--- config.mk ---
export PLATFORM = sky130hd
export DESIGN_NAME = uart_cmd_wrapper
export DESIGN_NICKNAME = d
export VERILOG_FILES = /design/src/rtl/uart_cmd_wrapper.sv
export SDC_FILE = /design/constraint.sdc
export NUM_CORES = 1
export LEC_CHECK = 0
export CORE_UTILIZATION = 45
export DETAILED_ROUTE_END_ITERATION = 8
export DONT_BUFFER_PORTS = 1
export PLACE_DENSITY_LB_ADDON = 0.15
export SLEW_MARGIN = 20
export SYNTH_ARGS = -nofsm -noshare
export SYNTH_HDL_FRONTEND = slang
export SYNTH_SLANG_ARGS = --single-unit
--- constraint.sdc ---
create_clock -name clk -period 4.15 [get_ports clk]
set_input_delay 1.0375 -clock clk [delete_from_list [all_inputs] [get_ports clk]]
set_output_delay 1.0375 -clock clk [all_outputs]
set_load 0.05 [all_outputs]
--- src/rtl/uart_cmd_wrapper.sv ---
// UART 8N1 command front end: pairs of RX bytes become a 16-bit cmd with ready/clear handshake; TX serializes resp.
// Optional macro CMD_TIMEOUT_EN drops a stale high byte if the low byte does not start within TIMEOUT clocks.
module uart_cmd_wrapper #(
  parameter int BAUD_DIV = 2604,
  parameter int TIMEOUT  = 1_000_000
) (
  input  logic        clk,
  input  logic        rst_n,
  input  logic        RX,
  output logic        TX,
  output logic [15:0] cmd,
  output logic        cmd_rdy,
  input  logic        clr_cmd_rdy,
  input  logic [7:0]  resp,
  input  logic        trmt,
  output logic        tx_done,
  output logic        frm_err
);

  localparam int CW = $clog2(BAUD_DIV);
  localparam logic [CW-1:0] BAUD_FULL = CW'(BAUD_DIV - 1);
  localparam logic [CW-1:0] BAUD_HALF = CW'(BAUD_DIV / 2 - 1);

  localparam logic [1:0] RX_IDLE  = 2'd0;
  localparam logic [1:0] RX_START = 2'd1;
  localparam logic [1:0] RX_DATA  = 2'd2;
  localparam logic [1:0] RX_STOP  = 2'd3;
  localparam logic [0:0] WAIT_HI  = 1'b0;
  localparam logic [0:0] WAIT_LO  = 1'b1;
  localparam logic [0:0] TX_IDLE  = 1'b0;
  localparam logic [0:0] TX_SHIFT = 1'b1;

  if (BAUD_DIV < 16 || TIMEOUT < 1) begin : g_bad_param
    $error("uart_cmd_wrapper: BAUD_DIV must be >= 16 and TIMEOUT >= 1");
  end

  logic          rx_s1_q, rx_s1_d, rx_s2_q, rx_s2_d, rx_s3_q, rx_s3_d;
  logic [1:0]    rx_st_q, rx_st_d;
  logic [CW-1:0] rx_cnt_q, rx_cnt_d;
  logic [2:0]    rx_bit_q, rx_bit_d;
  logic [7:0]    rx_sh_q, rx_sh_d;
  logic          frm_err_q, frm_err_d;
  logic [0:0]    asm_st_q, asm_st_d;
  logic [7:0]    shadow_hi_q, shadow_hi_d;
  logic [15:0]   cmd_q, cmd_d;
  logic          cmd_rdy_q, cmd_rdy_d;
  logic [0:0]    tx_st_q, tx_st_d;
  logic [CW-1:0] tx_cnt_q, tx_cnt_d;
  logic [3:0]    tx_bit_q, tx_bit_d;
  logic [9:0]    tx_sh_q, tx_sh_d;
  logic          tx_done_q, tx_done_d;
  logic          byte_vld, cmd_done;
`ifdef CMD_TIMEOUT_EN
  localparam int TW = $clog2(TIMEOUT + 1);
  logic [TW-1:0] to_cnt_q, to_cnt_d;
`endif

  always_comb begin
    rx_s1_d     = RX;
    rx_s2_d     = rx_s1_q;
    rx_s3_d     = rx_s2_q;
    rx_st_d     = rx_st_q;
    rx_cnt_d    = rx_cnt_q;
    rx_bit_d    = rx_bit_q;
    rx_sh_d     = rx_sh_q;
    frm_err_d   = 1'b0;
    byte_vld    = 1'b0;
    cmd_done    = 1'b0;
    asm_st_d    = asm_st_q;
    shadow_hi_d = shadow_hi_q;
    cmd_d       = cmd_q;
    cmd_rdy_d   = cmd_rdy_q;
    tx_st_d     = tx_st_q;
    tx_cnt_d    = tx_cnt_q;
    tx_bit_d    = tx_bit_q;
    tx_sh_d     = tx_sh_q;
    tx_done_d   = tx_done_q;
`ifdef CMD_TIMEOUT_EN
    to_cnt_d    = to_cnt_q;
`endif

    // rx_s2/rx_s3 form the synchronized edge detector; samples use rx_s2
    case (rx_st_q)
      RX_IDLE: if (!rx_s2_q && rx_s3_q) begin
        rx_st_d  = RX_START;
        rx_cnt_d = BAUD_HALF;
      end
      RX_START: if (rx_cnt_q == '0) begin
        if (rx_s2_q) rx_st_d = RX_IDLE;
        else begin
          rx_st_d  = RX_DATA;
          rx_cnt_d = BAUD_FULL;
          rx_bit_d = 3'd0;
        end
      end else rx_cnt_d = rx_cnt_q - 1'b1;
      RX_DATA: if (rx_cnt_q == '0) begin
        rx_sh_d  = {rx_s2_q, rx_sh_q[7:1]};
        rx_cnt_d = BAUD_FULL;
        if (rx_bit_q == 3'd7) rx_st_d = RX_STOP;
        else rx_bit_d = rx_bit_q + 1'b1;
      end else rx_cnt_d = rx_cnt_q - 1'b1;
      default: if (rx_cnt_q == '0) begin
        rx_st_d = RX_IDLE;
        if (rx_s2_q) byte_vld = 1'b1;
        else frm_err_d = 1'b1;
      end else rx_cnt_d = rx_cnt_q - 1'b1;
    endcase

    if (frm_err_d) asm_st_d = WAIT_HI;
    else if (byte_vld) begin
      if (asm_st_q == WAIT_HI) begin
        shadow_hi_d = rx_sh_q;
        asm_st_d    = WAIT_LO;
      end else begin
        cmd_d    = {shadow_hi_q, rx_sh_q};
        cmd_done = 1'b1;
        asm_st_d = WAIT_HI;
      end
    end
`ifdef CMD_TIMEOUT_EN
    // Only idle line time counts; a low byte already in flight is allowed to finish
    else if (asm_st_q == WAIT_LO && rx_st_q == RX_IDLE) begin
      if (to_cnt_q == TW'(TIMEOUT - 1)) asm_st_d = WAIT_HI;
      else to_cnt_d = to_cnt_q + 1'b1;
    end
    if (asm_st_d != WAIT_LO) to_cnt_d = '0;
`endif

    if (cmd_done) cmd_rdy_d = 1'b1;
    else if (clr_cmd_rdy) cmd_rdy_d = 1'b0;

    case (tx_st_q)
      TX_IDLE: if (trmt) begin
        tx_sh_d   = {1'b1, resp, 1'b0};
        tx_done_d = 1'b0;
        tx_cnt_d  = BAUD_FULL;
        tx_bit_d  = 4'd0;
        tx_st_d   = TX_SHIFT;
      end
      default: if (tx_cnt_q == '0) begin
        tx_sh_d  = {1'b1, tx_sh_q[9:1]};
        tx_cnt_d = BAUD_FULL;
        if (tx_bit_q == 4'd9) begin
          tx_st_d   = TX_IDLE;
          tx_done_d = 1'b1;
        end else tx_bit_d = tx_bit_q + 1'b1;
      end else tx_cnt_d = tx_cnt_q - 1'b1;
    endcase
  end

  always_ff @(posedge clk or negedge rst_n) begin
    if (!rst_n) begin
      rx_s1_q     <= 1'b1;
      rx_s2_q     <= 1'b1;
      rx_s3_q     <= 1'b1;
      rx_st_q     <= RX_IDLE;
      rx_cnt_q    <= '0;
      rx_bit_q    <= 3'd0;
      rx_sh_q     <= 8'h00;
      frm_err_q   <= 1'b0;
      asm_st_q    <= WAIT_HI;
      shadow_hi_q <= 8'h00;
      cmd_q       <= 16'h0000;
      cmd_rdy_q   <= 1'b0;
      tx_st_q     <= TX_IDLE;
      tx_cnt_q    <= '0;
      tx_bit_q    <= 4'd0;
      tx_sh_q     <= '1;
      tx_done_q   <= 1'b0;
`ifdef CMD_TIMEOUT_EN
      to_cnt_q    <= '0;
`endif
    end else begin
      rx_s1_q     <= rx_s1_d;
      rx_s2_q     <= rx_s2_d;
      rx_s3_q     <= rx_s3_d;
      rx_st_q     <= rx_st_d;
      rx_cnt_q    <= rx_cnt_d;
      rx_bit_q    <= rx_bit_d;
      rx_sh_q     <= rx_sh_d;
      frm_err_q   <= frm_err_d;
      asm_st_q    <= asm_st_d;
      shadow_hi_q <= shadow_hi_d;
      cmd_q       <= cmd_d;
      cmd_rdy_q   <= cmd_rdy_d;
      tx_st_q     <= tx_st_d;
      tx_cnt_q    <= tx_cnt_d;
      tx_bit_q    <= tx_bit_d;
      tx_sh_q     <= tx_sh_d;
      tx_done_q   <= tx_done_d;
`ifdef CMD_TIMEOUT_EN
      to_cnt_q    <= to_cnt_d;
`endif
    end
  end

  assign TX      = tx_sh_q[0];
  assign cmd     = cmd_q;
  assign cmd_rdy = cmd_rdy_q;
  assign tx_done = tx_done_q;
  assign frm_err = frm_err_q;

endmodule

==> metrics, run 1 <==
largest net degree at the start of global routing=83; Max Cap Violations=0; WS Path Type=flip-flop to flip-flop; Req. time, crit path=4.38 ns; Worst-Margin Slew=1.005 ns; largest area contributor in the netlist=dfrtp_1; # hold bufs at CTS=0; Die H=94.95 um; slowest CP cell=nand4_2; CP Launch Type=flip-flop; max frequency=383.8 MHz; Routed wire per std cell=15.26 um; Vias/cell=5.672; Post-Syn Area per Cell=11.17 um^2; Worst Path Buf+Inv=1; Final Worst Setup Slack=1.544 ns; crit path to=cmd[8]; DP Worst Slack=1.538 ns; number of synthesized flops with an enable pin=0; Register Area=2067 um^2; final hold violation count=0; Ports=33; final net count=376; TritonCTS clock tree=done; YS warnings=0; synth top area cells=dfrtp_1 (45%), mux2_2 (9.6%), dfstp_2 (8.1%), o21ai_0 (4.5%), ha_1 (4.2%); Tmin final=2.606 ns; Final period util=0.6279; final WL=7.018 mm; CP max FO=17; Die Area=9015 um^2; crit-path cells=inv_1 -> ha_1 -> nor3b_1 -> and4b_1 -> nand4_2 -> mux2_2; Reg2Reg Depth=6; drt first pass iters=4; row count=33; RSZ-0062 raised after global routing=false; FF-to-FF setup slack=1.54 ns; Clock Pin Slew Worst Setup and Hold Paths=0.09 ns; first-pass GRT wire length=12.03 mm; number of global-route vias before repair=2499; H-tree levels=3; CTS sink cnt=82; grt total ovfl=0; initial antenna violation count=0; Setup crit start=rx_cnt_q[0]; Remaining DRCs=0; CP top delay family=simple AND/OR/NAND/NOR gates; dpl hpwl=4.759 mm; Multi-input gate area=1715 um^2; status=complete, no violations; Syn-to-layout area delta=7.950%; CTS buffer count=9; synthesized instance count=348; Die X=94.95 um; setup violators final=0; ys flop type=dfrtp_1; setup TNS=0 ns; Synth Net Count=374; worst clock skew=0.007916 ns; Post-DP Area=3989 um^2; core region area=8299 um^2; gpl congestion=0.7827; Clock Path Buffers=2; share of layout cells above drive strength 1=0.2028; Starting Density=0.4684; critical path depth=6; worst r2r src=rx_cnt_q[0]; asr flop ratio synth=1.000; worst r2r dst=cmd[8]; post-synth top area share=0.4506; library cells used by synthesis=54; Arr. time, crit path=2.84 ns; Rel. slew slack=0.3225; worst vdd ir=0.3271 mV; Post-DRT Antenna Nets=0; gr usage total=0.1732; Leakage=1.926 nW; Cell Area, Synth=3887 um^2; # Post-CTS Setup Buffers=0; Vias=2609; Root Buffer=clkbuf_8; Final Core Density=0.5057; Worst Setup End Kind=flip-flop; final instance area=4197 um^2; sequential area share after synthesis=0.5317; Port Buffers=0; HP Class=flip-flop to flip-flop; #FFs+latches synth=82; Fillers=730; worst-skew pair later-pin latency=0.35 ns; # diodes=0; Iteration-0 DRC Markers=100; post_cts resized=0; largest stage delay on the critical path=0.54 ns; Power per Cell Area=532.8 nW/um^2; Max Transition Viols Final=0
[area by class of cell]
class	instances	area share
Clock buffer	9	0.02952
Clock inverter	7	0.01998
Inverter	16	0.01431
Multi-Input combinational cell	239	0.4088
Sequential cell	82	0.4925
Tap cell	105	0.03131
Timing Repair Buffer	2	0.003578
[cells by family after synthesis]
logic type | synth area share
AOI/OAI and AO/OA | 0.1326
xor gates and xnor gates | 0.009014
adders and majority gates | 0.04184
buffers and inverters | 0.02704
DFF | 0.5317
muxes | 0.1162
and+or+nand+nor | 0.1416
[synthesized netlist by cell type, drive strengths merged (2+ instances only)]
cell type and number:
dfrtp 70, o21ai 36, mux2 33, nand2 27
nor2 23, inv 16, ha 13, a21oi 12
dfstp 12, clkbuf 8, mux2i 8, nand2b 7
nor4 7, nor3 6, nand3 5, o31ai 5
or4 5, a22o 4, nor3b 4, o41ai 4
or3 4, buf 3, xnor2 3, a221oi 2
a31oi 2, a41oi 2, nand3b 2, nor2b 2
o21a 2, o221ai 2, or3b 2
[per-stage QoR]
stage,hold slack (ns),total power [mW],std cells
after floorplan,0.3452,1.496,348
after global placement,0.3460,1.628,444
after detailed placement,0.3487,1.640,444
after CTS,0.3435,2.259,460
after global routing,0.3460,2.382,460
final,0.3618,2.236,460
[where the power goes]
| part | internal (mW) | total (mW) | switching [mW] |
|---|---|---|---|
| combinational | 0.252 | 0.599 | 0.347 |
| sequential | 0.905 | 1.03 | 0.128 |
| clock | 0.290 | 0.603 | 0.314 |
| total | 1.45 | 2.24 | 0.789 |
[routing by layer]
metal / track usage / share of wire
met3: 0.05958 / 0.058
met2: 0.2554 / 0.46
met4: 0.05303 / 0.011
met1: 0.2399 / 0.47
met5: 0 / 0
[flip-flops by register name, indices dropped and copies added (netlist names), 2 cells and up]
name and count:
rx_st_q 2, rx_bit_q 3, tx_bit_q 4, rx_cnt_q 12
cmd 16, rx_sh_q 8, tx_cnt_q 12, shadow_hi_q 8
tx_sh_q 9
[worst min path at each step]
stage / slack [ns] / cells past startpoint / startpoint / endpoint
floorplan: 0.35 / 0 / rx_s1_q / rx_s2_q
global placement: 0.35 / 0 / rx_s1_q / rx_s2_q
detailed placement: 0.35 / 0 / rx_s1_q / rx_s2_q
CTS: 0.34 / 0 / rst_n / tx_bit_q[1]
global route: 0.35 / 0 / rst_n / rx_bit_q[0]
finish: 0.36 / 0 / rx_s1_q / rx_s2_q
[cells in the final DEF, fill, tap and decap left out, drive strengths merged, types with 2 or more instances in the layout]
cell type | netlist | layout
a21oi | 12 | 12
a221oi | 2 | 2
a22o | 4 | 4
a31oi | 2 | 2
a41oi | 2 | 2
buf | 3 | 2
clkbuf | 8 | 9
dfrtp | 70 | 70
dfstp | 12 | 12
ha | 13 | 13
inv | 16 | 20
mux2 | 33 | 33
mux2i | 8 | 8
nand2 | 27 | 27
nand2b | 7 | 7
nand3 | 5 | 5
nand3b | 2 | 2
nor2 | 23 | 23
nor2b | 2 | 2
nor3 | 6 | 6
nor3b | 4 | 4
nor4 | 7 | 7
o21a | 2 | 2
o21ai | 36 | 36
o221ai | 2 | 2
o31ai | 5 | 5
o41ai | 4 | 4
or3 | 4 | 4
or3b | 2 | 2
or4 | 5 | 5
xnor2 | 3 | 3
[worst register-to-register path, delay by kind of cell (launching register included)]
family / cells / cell delay, ns
multiplexers: 1 / 0.48
flip-flops: 1 / 0.40
adder cells (fa/ha/maj): 1 / 0.15
AND/OR/NAND/NOR: 3 / 1.35
buffers and inverters: 1 / 0.11
No activity file was read; power rests on OpenSTA's default activity.
==> run 2, diff against run 1 <==
==> constraint.sdc (replaced) <==
create_clock -name clk -period 2.1 [get_ports clk]
set_input_delay 0.525 -clock clk [delete_from_list [all_inputs] [get_ports clk]]
set_output_delay 0.525 -clock clk [all_outputs]
set_load 0.05 [all_outputs]
==> metrics, run 2 (synthesized netlist as in run 1, its figures left out) <==
Clock Path Buffers=2 (unchanged); Req. time, crit path=2.31 ns (-2.07 ns); drt first pass iters=4 (unchanged); row count=33 (unchanged); Rel. slew slack=0.6681 (+0.3457); largest net degree at the start of global routing=83 (unchanged); failing checks=hold timing; grt total ovfl=0 (unchanged); Non-Filler Instances=491 (+6.7%); share of layout cells above drive strength 1=0.3005 (+0.09770); final WL=7.691 mm (+9.6%); HP Class=input port to async pin; Final Worst Setup Slack=0.05446 ns (-1.490 ns); Die X=94.95 um (unchanged); Cells after DPL=469 (+5.6%); gr usage total=0.1844 (+0.01127); max frequency=488.9 MHz (+27%); max FFs per register=16 (unchanged); gpl congestion=0.7824 (about the same); Vias=2687 (+3.0%); CTS sink cnt=82 (unchanged); worst-case hold slack=-0.1370 ns (-0.4988 ns); Leakage=2.118 nW (+10%); Vias/cell=5.473 (-3.5%); initial antenna violation count=0 (unchanged); Starting Density=0.4684 (unchanged); number of global-route vias before repair=2691 (+7.7%); most frequent cells in the layout=dfrtp_1 (70), mux2_2 (33), o21ai_0 (28), buf_4 (28), nand2_1 (26); Ports=33 (unchanged); Iteration-0 DRC Markers=97 (-3.0%); top layer in use=met4; setup TNS=0 ns (unchanged); Die Area=9015 um^2 (unchanged); final hold violation count=70 (+70); Final Core Density=0.5402 (+0.03452); setup violators final=0 (unchanged); Power per Cell Area=1021 nW/um^2 (+92%); met3 routed WL=291 um (-28%); Remaining DRCs=0 (unchanged); status=finished, violations left; Worst-Margin Slew=0.4978 ns (-0.5075 ns); TritonCTS clock tree=done; Worst Setup End Kind=flip-flop; Clock Pin Slew Worst Setup and Hold Paths=0.09 ns (about the same); Port Buffers=0 (unchanged); Root Buffer=clkbuf_8; Syn-to-layout area delta=15.32%; CTS buffer count=9 (unchanged); RSZ-0062 raised after global routing=true; worst clock skew=0.009140 ns (+0.001224 ns); Metal-1 WL=3.817 mm (+15%); CP max FO=5 (-12); largest stage delay on the critical path=0.59 ns (+0.05 ns); Routed wire per std cell=15.66 um (+2.7%); final net count=407 (+8.2%); worst vdd ir=0.4991 mV (+53%); core region area=8299 um^2 (unchanged); Final period util=0.9741 (+0.3462); DP Worst Slack=-0.04240 ns (-1.580 ns); Max Transition Viols Final=0 (unchanged); CP Launch Type=flip-flop; Arr. time, crit path=2.26 ns (-0.58 ns); Tmin final=2.046 ns (-0.5601 ns); dpl hpwl=5.028 mm (+5.6%); Post-DRT Antenna Nets=0 (unchanged); slowest CP cell=or4_4; Fillers=713 (-2.3%); Max Cap Violations=0 (unchanged); H-tree levels=3 (unchanged); worst-skew pair later-pin latency=0.34 ns (about the same); first-pass GRT wire length=12.92 mm (+7.3%); WS Path Type=flip-flop to flip-flop; # diodes=0 (unchanged); commonest non-fill, non-tap cell in the layout=dfrtp_1; crit-path cells=or4_4 -> o41ai_4 -> buf_4 -> nor2b_1 -> o21ai_0 -> o31ai_1; Die H=94.95 um (unchanged); WL met2=3.481 mm (+8.2%)
-- run 2: cell types whose count changed in the layout (fill, tap and decap cells not counted), sizes merged --
cell,previous run,this run
bufinv,1,0
clkinv,1,4
buf,2,33
inv,20,18
-- run 2: final timing paths --
check                       startpoint          end  slack, ns  depth (start not counted)
setup / recovery           tx_cnt_q[4]  tx_cnt_q[4]       0.05                          6
hold / removal                   rst_n  tx_bit_q[0]      -0.14                          0
setup reg to reg           tx_cnt_q[4]  tx_cnt_q[4]       0.05                          6
hold reg to reg                rx_s1_q      rx_s2_q       0.36                          0
max in group asynchronous        rst_n      rx_s2_q       2.02                          0
min in group clk                    RX      rx_s1_q       0.17                          0
-- run 2: timing repair --
item / 4_1_cts / 5_1_grt
endpoints found under the setup margin: 1 / 56
gates cloned: 0 / 2
buffers inserted: 1 / 3
gates resized for setup: 5 / 22
endpoints found under the hold margin: 70 / 71
pin swaps: 1 / 10
-- run 2: stage by stage --
step | hold WS, ns | power, mW | area [um^2]
floorplan | 0.2294 | 2.963 | 3892
detailed placement | 0.2330 | 3.441 | 4194
global placement | 0.2326 | 3.405 | 4194
global route | -0.1630 | 4.871 | 4483
CTS | -0.1495 | 4.484 | 4384
finish | -0.1370 | 4.576 | 4483
-- run 2: per-layer routing --
metal | up-vias | track usage
li1 | 1324 | -
met5 | - | 0
met4 | 0 | 0.06566
met3 | 11 | 0.05153
met2 | 30 | 0.2824
met1 | 1322 | 0.2507
-- run 2: area by class of cell --
cell class / instances / area, um^2 / share of cell area
flip-flops and latches: 82 / 2067 / 0.4611
multi-input cells: 239 / 1779 / 0.3969
repair buffers: 33 / 269.0 / 0.06001
well taps: 105 / 131.4 / 0.02931
clock buffers: 9 / 123.9 / 0.02763
inverters: 16 / 60.06 / 0.01340
clock inverters: 7 / 52.55 / 0.01172
-- run 2: critical path, delay by kind of cell (launching register included) --
kind / cells / cell delay [ns]
AO/OA/AOI/OAI: 3 / 0.68
flip-flops: 1 / 0.42
AND/OR/NAND/NOR: 2 / 0.63
buffers and inverters: 1 / 0.20
-- run 2: power by group --
group	total (mW)	switching (mW)	internal [mW]
clock	1.05	0.608	0.438
combinational	1.51	0.812	0.700
sequential	2.02	0.229	1.79
total	4.58	1.65	2.93
==> run 3, diff against run 2 <==
--- a/config.mk
+++ b/config.mk
@@ -5,7 +5,8 @@
 export SDC_FILE = /design/constraint.sdc
 export NUM_CORES = 1
 export LEC_CHECK = 0
-export CORE_UTILIZATION = 45
+export CORE_UTILIZATION = 40
+export CTS_BUF_LIST = sky130_fd_sc_hd__clkbuf_8 sky130_fd_sc_hd__clkbuf_16
 export DETAILED_ROUTE_END_ITERATION = 8
 export DONT_BUFFER_PORTS = 1
 export PLACE_DENSITY_LB_ADDON = 0.15
==> metrics, run 3 (synthesized netlist as in run 1, its figures left out) <==
gr usage total=0.1647 (-0.01978); Starting Density=0.4168 (-0.05165); final net count=412 (+1.2%); Final Worst Setup Slack=0.01208 ns (-0.04238 ns); Post-DRT Antenna Nets=0 (unchanged); most frequent cells in the layout=dfrtp_1 (70), mux2_2 (33), buf_4 (33), o21ai_0 (32), nand2_1 (27); share of layout cells above drive strength 1=0.3069 (+0.006387); Die X=100.6 um (+5.9%); sequential power share=0.437 (-0.004); internal power=2.947 mW (+0.67%); CP max FO=3 (-2); Arr. time, crit path=2.31 ns (+0.05 ns); H-tree levels=3 (unchanged); DP Worst Slack=-0.01160 ns (+0.03080 ns); Clock Pin Slew Worst Setup and Hold Paths=0.09 ns (about the same); Syn-to-layout area delta=16.80%; dpl hpwl=5.083 mm (+1.1%); Tmin final=2.088 ns (+0.04238 ns); commonest non-fill, non-tap cell in the layout=dfrtp_1; Max Cap Violations=0 (unchanged); Req. time, crit path=2.33 ns (+0.02 ns); Root Buffer=clkbuf_8; Iteration-0 DRC Markers=115 (+19%); Vias/cell=5.223 (-4.6%); Reg2Reg Depth=9 (+3); Routed wire per std cell=15.24 um (-2.7%); CTS buffer count=9 (unchanged); CTS sink cnt=82 (unchanged); Max Transition Viols Final=0 (unchanged); Cells after DPL=493 (+5.1%); Non-Filler Instances=520 (+5.9%); worst-case hold slack=-0.1480 ns (-0.01100 ns); status=finished, violations left; CP Launch Type=flip-flop; Comb power frac=0.333 (+0.003); Ports=33 (unchanged); Worst-Margin Slew=0.4917 ns (-0.006069 ns); TritonCTS clock tree=done; final WL=7.923 mm (+3.0%); Die H=100.6 um (+5.9%); Power per Cell Area=1013 nW/um^2 (-0.79%); HP Class=input port to async pin; Final period util=0.9942 (+0.02018); worst vdd ir=0.5112 mV (+2.4%); sw power=1.652 mW (+0.15%); Port Buffers=0 (unchanged); final hold violation count=70 (unchanged); first-pass GRT wire length=12.90 mm (-0.10%); Leakage=2.132 nW (+0.65%); setup violators final=0 (unchanged); failing checks=hold timing; drt first pass iters=4 (unchanged); RSZ-0062 raised after global routing=true; Final Core Density=0.4868 (-0.05339); number of global-route vias before repair=2639 (-1.9%); worst clock skew=0.008669 ns (-0.0004711 ns); Post-DP Area=4224 um^2 (+0.72%); Worst Setup End Kind=flip-flop; grt total ovfl=0 (unchanged); # diodes=0 (unchanged); Vias=2716 (+1.1%); row count=35 (+6.1%); setup TNS=0 ns (unchanged); switch share=0.3592 (-0.001189); max frequency=478.9 MHz (-2.0%); final instance area=4541 um^2 (+1.3%); Clock Path Buffers=2 (unchanged); core region area=9328 um^2 (+12%); Die Area=10120 um^2 (+12%); largest net degree at the start of global routing=83 (unchanged); Remaining DRCs=0 (unchanged); Rel. slew slack=0.6722 (+0.004046); worst-skew pair later-pin latency=0.36 ns (+0.02 ns); part of the power in the clock network=0.230 (about the same); WS Path Type=flip-flop to flip-flop; max FFs per register=16 (unchanged); initial antenna violation count=0 (unchanged); gpl congestion=0.7619 (-2.6%)
run 3: cell count changes in the layout (fill, tap and decap cells not counted), sizes merged:
cell      change
buf           +5
clkinv        -3
inv           +2
clkinvlp      +1
run 3: layout make-up:
| class | count | area [um^2] |
|---|---|---|
| Clock buffer | 9 | 123.9 |
| Clock inverter | 7 | 53.80 |
| Fill cell | 832 | 4787 |
| Inverter | 16 | 60.06 |
| Multi-Input combinational cell | 239 | 1774 |
| Sequential cell | 82 | 2067 |
| Tap cell | 129 | 161.4 |
| Timing Repair Buffer | 38 | 300.3 |
run 3: what timing repair did:
action                                 4_1_cts  5_1_grt
pin swaps                                    1       10
endpoints found under the hold margin       75       74
setup endpoints to repair                    3       40
gates resized for setup                      2       20
buffers inserted                             1        8
cloned                                       0        2
run 3: critical path: stages (launching register included):
cell and delay (ns):
dfrtp_1 0.41, inv_2 0.09, buf_4 0.12, ha_1 0.18, or3b_2 0.48, nor4_1 0.22, buf_4 0.18, a21oi_1 0.05
o21ai_0 0.12, o21ai_0 0.10
run 3: layer usage:
| metal | track usage | wire [um] |
|---|---|---|
| met3 | 0.04022 | 404 |
| met1 | 0.2283 | 3791 |
| met5 | 0 | 0 |
| met4 | 0.07023 | 135 |
| met2 | 0.2466 | 3592 |
run 3: worst paths after layout:
path / start / end / slack, ns
setup / recovery: tx_cnt_q[0] / tx_cnt_q[10] / 0.01
hold / removal: rst_n / tx_bit_q[0] / -0.15
setup reg to reg: tx_cnt_q[0] / tx_cnt_q[10] / 0.01
hold reg to reg: rx_s1_q / rx_s2_q / 0.36
max in group asynchronous: rst_n / rx_s3_q / 2.02
min in group clk: RX / rx_s1_q / 0.16
run 3: power groups by stage:
stage                     clock network (mW)  registers (mW)  logic [mW]
final                                   1.06            2.01        1.53
after global routing                    1.15            2.04        1.71
after CTS                               1.10            2.00        1.45
after detailed placement                   0            2.03        1.44
after global placement                     0            2.02        1.42
after floorplan                            0            2.00       0.961
run 3: through the flow:
step                      hold slack [ns]  power [mW]
after floorplan                    0.2294       2.963
after global placement             0.2326       3.450
after detailed placement           0.2327       3.466
after CTS                         -0.1625       4.545
after global routing              -0.1706       4.901
final                             -0.1480       4.599
